### src/rtl/hotp_pkg.sv
// Shared types, sizes and digit formatting for the HOTP truncation back end.
// The digit format depends on HOTP_ASCII_EN (ASCII when defined, raw BCD otherwise).
package hotp_pkg;

  localparam int unsigned TRUNC_BITS = 31;
  localparam int unsigned BCD_DIGITS = 10;
  localparam int unsigned BCD_BITS   = 4 * BCD_DIGITS;
  localparam int unsigned CONV_STEPS = 31;
  localparam int unsigned STEP_W     = 5;

  typedef enum logic [1:0] {
    LOAD = 2'd0,
    SEL  = 2'd1,
    CONV = 2'd2,
    EMIT = 2'd3
  } state_e;

  function automatic logic [3:0] bcd_nibble(input logic [BCD_BITS-1:0] bcd,
                                            input logic [3:0]          idx);
    return 4'(bcd >> (32'(idx) * 32'd4));
  endfunction

  function automatic logic [7:0] fmt_digit(input logic [3:0] d);
`ifdef HOTP_ASCII_EN
    return 8'h30 | {4'h0, d};
`else
    return {4'h0, d};
`endif
  endfunction

endpackage

### src/rtl/bcd_dabble.sv
// Serial double-dabble: 31-bit binary to 10-digit BCD, one shift per step.
module bcd_dabble
  import hotp_pkg::*;
(
  input  logic                  clk,
  input  logic                  rst,
  input  logic                  load,
  input  logic                  step,
  input  logic [TRUNC_BITS-1:0] bin,
  output logic [BCD_BITS-1:0]   bcd,
  output logic [BCD_BITS-1:0]   bcd_nxt_c,
  output logic                  done_c
);

  logic [TRUNC_BITS-1:0] bin_q, bin_d;
  logic [BCD_BITS-1:0]   bcd_q, bcd_d;
  logic [STEP_W-1:0]     cnt_q, cnt_d;
  logic [BCD_BITS-1:0]   adj;

  always_comb begin
    adj = bcd_q;
    for (int i = 0; i < int'(BCD_DIGITS); i++) begin
      if (bcd_q[4*i +: 4] >= 4'd5) adj[4*i +: 4] = bcd_q[4*i +: 4] + 4'd3;
    end
    bcd_nxt_c = BCD_BITS'({adj, bin_q[TRUNC_BITS-1]});
    done_c    = step && (cnt_q == STEP_W'(CONV_STEPS - 1));

    bin_d = bin_q;
    bcd_d = bcd_q;
    cnt_d = cnt_q;
    if (load) begin
      bin_d = bin;
      bcd_d = '0;
      cnt_d = '0;
    end else if (step) begin
      bin_d = {bin_q[TRUNC_BITS-2:0], 1'b0};
      bcd_d = bcd_nxt_c;
      cnt_d = cnt_q + STEP_W'(1);
    end
  end

  always_ff @(posedge clk or posedge rst) begin
    if (rst) begin
      bin_q <= '0;
      bcd_q <= '0;
      cnt_q <= '0;
    end else begin
      bin_q <= bin_d;
      bcd_q <= bcd_d;
      cnt_q <= cnt_d;
    end
  end

  assign bcd = bcd_q;

endmodule

### src/rtl/hotp_truncate.sv
// HOTP back end: digest buffer, dynamic truncation, decimal conversion, digit stream.
// HOTP_ASCII_EN selects ASCII digits on dout; otherwise raw BCD nibbles.
module hotp_truncate
  import hotp_pkg::*;
#(
  parameter int unsigned HASH_BITS = 160,
  parameter int unsigned DIGITS    = 6
) (
  input  logic       clk,
  input  logic       rst,
  input  logic [7:0] din,
  input  logic       din_valid,
  output logic       din_ready,
  output logic [7:0] dout,
  output logic       dout_valid,
  input  logic       dout_ready,
  output logic       dout_last,
  output logic       busy
);

  localparam int unsigned HASH_BYTES = HASH_BITS / 8;
  localparam int unsigned CNT_W      = $clog2(HASH_BYTES);

  state_e                state_q, state_d;
  logic [HASH_BITS-1:0]  buf_q, buf_d;
  logic [CNT_W-1:0]      cnt_q, cnt_d;
  logic [3:0]            k_q, k_d;
  logic                  din_ready_q, din_ready_d;
  logic                  dout_valid_q, dout_valid_d;
  logic                  dout_last_q, dout_last_d;
  logic [7:0]            dout_q, dout_d;
  logic                  busy_q, busy_d;

  logic                  load_c, step_c, done_c;
  logic [3:0]            off_c;
  logic [TRUNC_BITS-1:0] p_c;
  logic [BCD_BITS-1:0]   bcd, bcd_nxt_c;

  // Last byte sits in the low byte of the buffer; byte i is big-endian from the top.
  assign off_c = buf_q[3:0];
  assign p_c   = TRUNC_BITS'(buf_q >> (HASH_BITS - 32'd32 - 32'd8 * 32'(off_c)));

  bcd_dabble u_dabble (
    .clk       (clk),
    .rst       (rst),
    .load      (load_c),
    .step      (step_c),
    .bin       (p_c),
    .bcd       (bcd),
    .bcd_nxt_c (bcd_nxt_c),
    .done_c    (done_c)
  );

  always_comb begin
    state_d      = state_q;
    buf_d        = buf_q;
    cnt_d        = cnt_q;
    k_d          = k_q;
    dout_valid_d = dout_valid_q;
    dout_last_d  = dout_last_q;
    dout_d       = dout_q;
    load_c       = 1'b0;
    step_c       = 1'b0;

    case (state_q)
      LOAD: begin
        if (din_valid && din_ready_q) begin
          buf_d = {buf_q[HASH_BITS-9:0], din};
          if (cnt_q == CNT_W'(HASH_BYTES - 1)) state_d = SEL;
          else cnt_d = cnt_q + CNT_W'(1);
        end
      end
      SEL: begin
        load_c  = 1'b1;
        state_d = CONV;
      end
      CONV: begin
        step_c = 1'b1;
        // First digit comes straight from the final conversion step.
        if (done_c) begin
          state_d      = EMIT;
          k_d          = 4'(DIGITS - 1);
          dout_valid_d = 1'b1;
          dout_last_d  = (DIGITS == 1);
          dout_d       = fmt_digit(bcd_nibble(bcd_nxt_c, 4'(DIGITS - 1)));
        end
      end
      EMIT: begin
        if (dout_valid_q && dout_ready) begin
          if (k_q == 4'd0) begin
            state_d      = LOAD;
            cnt_d        = '0;
            dout_valid_d = 1'b0;
            dout_last_d  = 1'b0;
            dout_d       = 8'h00;
          end else begin
            k_d         = k_q - 4'd1;
            dout_last_d = (k_q == 4'd1);
            dout_d      = fmt_digit(bcd_nibble(bcd, k_q - 4'd1));
          end
        end
      end
      default: state_d = LOAD;
    endcase

    din_ready_d = (state_d == LOAD);
    busy_d      = !((state_d == LOAD) && (cnt_d == '0));
  end

  always_ff @(posedge clk or posedge rst) begin
    if (rst) begin
      state_q      <= LOAD;
      buf_q        <= '0;
      cnt_q        <= '0;
      k_q          <= '0;
      din_ready_q  <= 1'b1;
      dout_valid_q <= 1'b0;
      dout_last_q  <= 1'b0;
      dout_q       <= 8'h00;
      busy_q       <= 1'b0;
    end else begin
      state_q      <= state_d;
      buf_q        <= buf_d;
      cnt_q        <= cnt_d;
      k_q          <= k_d;
      din_ready_q  <= din_ready_d;
      dout_valid_q <= dout_valid_d;
      dout_last_q  <= dout_last_d;
      dout_q       <= dout_d;
      busy_q       <= busy_d;
    end
  end

  assign din_ready  = din_ready_q;
  assign dout_valid = dout_valid_q;
  assign dout_last  = dout_last_q;
  assign dout       = dout_q;
  assign busy       = busy_q;

endmodule
### config.mk
export PLATFORM = sky130hd
export DESIGN_NAME = hotp_truncate
export DESIGN_NICKNAME = d
export VERILOG_FILES = /design/src/rtl/hotp_pkg.sv /design/src/rtl/bcd_dabble.sv /design/src/rtl/hotp_truncate.sv
export SDC_FILE = /design/constraint.sdc
export NUM_CORES = 1
export LEC_CHECK = 0
export ABC_AREA = 0
export BUFFER_PORTS_ARGS = -buffer_cell sky130_fd_sc_hd__clkbuf_2
export CAP_MARGIN = 10
export CORE_MARGIN = 4
export CORE_UTILIZATION = 58
export CTS_CLUSTER_DIAMETER = 60
export DETAILED_ROUTE_END_ITERATION = 8
export PLACE_DENSITY = 0.85
export SLEW_MARGIN = 15
export SYNTH_ARGS = -nofsm -noshare
export SYNTH_HDL_FRONTEND = slang
export SYNTH_SLANG_ARGS = --single-unit
### constraint.sdc
create_clock -name clk -period 7.8 [get_ports clk]
set_input_delay 0.39 -clock clk [delete_from_list [all_inputs] [get_ports clk]]
set_output_delay 0.39 -clock clk [all_outputs]
set_load 0.03 [all_outputs]
==> key figures <==
Global routing
  – Initial antenna violation count: 0
  – Global route overflow: 0
  – Pin count of the biggest net entering global routing: 134
  – Global-route wire length before repair: 53900 um
  – Vias in the first global route: 10900
  – GRT Overall Usage: 22.4%

Synth
  – Largest area contributor in the netlist: dfrtp_1
  – Synthesized cell area: 0.0149 mm^2
  – Most common cell in the synthesized netlist: dfrtp_1
  – Flops & latches, synth: 255
  – Dominant synthesized flop cell: dfrtp_1
  – Post-synth top cells: dfrtp_1 (254), mux2_2 (174), mux2i_1 (150)
  – Syn Inst Count: 1321
  – Largest cells by area after synthesis: dfrtp_1 (43%), mux2_2 (13%), mux2i_1 (10%)
  – Share of Yosys cell area claimed by the top area cell type: between 40% and 50%
  – Ys Warns: 0
  – Ys async rst share: 100%
  – Number of distinct library cells after synthesis: between 50 and 60
  – Post-synthesis sequential area ratio: 42.8%
  – EDFF count, synth: 0
  – Synth Area per Inst: ~11 um^2

Setup path
  – Worst Path Required: 8.22 ns
  – CP Capture Type: flip-flop
  – Critical path arrival: approximately 4.4 ns
  – FF-to-FF path depth: 9
  – Critical path type: flip-flop to flip-flop
  – WP buf/inv: 3
  – CP delay by family, top: buffers and inverters
  – Worst setup SP type: flip-flop
  – Worst Setup SP: buf_q[0]
  – Crit-path cells: inv_2 > buf_4 > ha_4 > buf_12 > mux2_2 > o211ai_1 > a21oi_1 > a2111oi_0 > nor2_1
  – CP Depth: 9
  – Critical Path Max Stage Delay: 0.92 ns
  – Critical-path top delay cell: ha_4
  – Worst R2R Start: buf_q[0]
  – Crit-path max FO: 90

Timing
  – Tcrit/Tclk final: 51.1%
  – Min Clock Period, post-route: between 3 and 4 ns
  – RSZ-0062 raised after global routing: false
  – Fmax: 251 MHz
  – Setup WS post-layout: roughly 3.8 ns
  – Final Max Slew Viols: 0
  – Worst Tran Pin Value: between 1 and 1.5 ns
  – Fin Hold WS: ~0.023 ns
  – Setup TNS: 0 ns
  – Final Hold Fails: 0
  – Slew headroom: 31.2%
  – Setup Skew: 0.0173 ns
  – Final setup viols: 0

Route
  – Post-route antenna net violation count: 0
  – Number of vias in the routed layout: about 11000
  – Initial DRC Count: 973
  – Drc violations: 0
  – Drt wl/cell: just under 20 um
  – Final WL: 31800 um
  – Drt via density: 6.42
  – Router iterations before antenna repair: 9

Status
  – Status: finished clean

CTS
  – Postcts setup bufs: 0
  – Clk sinks: ~260
  – Hold_buf cts: 0
  – Post-CTS sizing: 0
  – Htree depth: 1
  – Num CTS Buffers: 26
  – Clock-pin slew on the worst setup and hold paths: 0.06 ns
  – CTS Buffer Depth: 3
  – Root Driver: clkbuf_16
  – Clk_lat worst skew: 0.54 ns
  – CTS tree: yes

Die
  – Die height: 168 um
  – Rows: just under 60
  – Ports: 24
  – Die ar.: 0.0283 mm^2
  – Initial core utilization: 59.1%
  – Chip Width: 168 um
  – Core ar.: about 0.025 mm^2

Placement
  – Final HPWL DP: 20700 um
  – Dpl ws: 3.88 ns
  – Placer Congestion: 0.817
  – # port buffers: 19
  – Inst Count DP: 1591

Cells and area
  – Ant. Diodes: 0
  – Final nets: roughly 1300
  – Area Overhead vs Synth: 7.53%
  – Cell Count, Final, Fillers Out: between 1500 and 2000
  – Layout cells sized above 1: 25.0%
  – Fill count: roughly 1800

Worst hold path
  – Worst hold-check path type: primary input to asynchronous set/reset pin

Job
  – Max-Cap Viols: 0

Power
  – Pwr/cell area: 431 mW/mm^2
  – Leakage Power: roughly 7.4 nW
  – VDD IR max: 0.486 mV
-- layer usage --
layer	vias to the layer above	GRT usage, %	share of wire (%)
met1	5249	28.4	41
met2	361	39.4	51
met3	93	3.15	5.7
li1	4814	-	-
met4	0	7.80	3.3
met5	-	0	0
-- area by class of cell --
class / count / area (um^2) / share of cell area (%)
multi-input combinational: 922 / 7970 / 49.7
sequential: 255 / 6380 / 39.8
clock buffer: 39 / 769 / 4.80
tap: 330 / 413 / 2.57
timing repair buffer: 35 / 228 / 1.42
inverter: 49 / 191 / 1.19
clock inverter: 8 / 78.8 / 0.491
-- worst paths after layout --
kind	end	slack [ns]
worst min-delay path	cnt_q[0]	0.02
min in group clk	buf_q[6]	0.08
worst max register to register	u_dabble.bin_q[22]	3.81
worst min register to register	dout[1]	0.48
max in group asynchronous	buf_q[17]	6.30
worst max-delay path	u_dabble.bin_q[22]	3.81
-- registers in the layout (all words and copies together), names as in the netlist, 2 cells and up --
signal / flops
buf_q: 160
k_q: 4
u_dabble.bcd: 40
dout: 4
u_dabble.bin_q: 31
u_dabble.cnt_q: 5
state_q: 2
cnt_q: 5
-- through the flow --
step,util [%],instance area [um^2],power (mW)
after global routing,63.5,16000,7.33
final,63.5,16000,6.91
after floorplan,-,14900,4.88
after CTS,63.5,16000,6.90
after global placement,60.1,15200,5.52
after detailed placement,60.1,15200,5.65
-- layout by cell type, fill, tap and decap left out, drive strengths merged, types with 5 or more instances in the layout --
cell and n:
dfrtp 254, mux2 174, mux2i 150, nand2 110
o22ai 60, a21oi 58, clkbuf 58, nand3 52
mux4 50, nor2 50, inv 49, o21ai 33
ha 30, buf 16, xnor2 15, nor3 14
nand2b 12, o221a 10, a32oi 9, o221ai 9
nor2b 7, a22oi 7, o31a 7, o211ai 6
clkinv 6, xor2 6, a22o 5, o2bb2ai 5
a2111oi 5
-- cells by family (layout without fill, tap and decap cells) --
kind of cell,Yosys count,in the layout,synth area share [%]
other cells,1,4,0.0251
mux,374,374,30.8
buf+inv,147,131,4.22
compound gates,235,235,10.5
fa+ha+maj,30,30,2.52
simple gates,258,258,7.79
xor+xnor,21,21,1.36
flops,255,255,42.8
-- report_power, final --
group	leakage (nW)	switching, mW	internal (mW)
clock network	0.419	0.515	0.714
logic	3.60	2.08	1.60
registers	3.36	0.338	1.66
No activity file was read; power rests on OpenSTA's default activity.
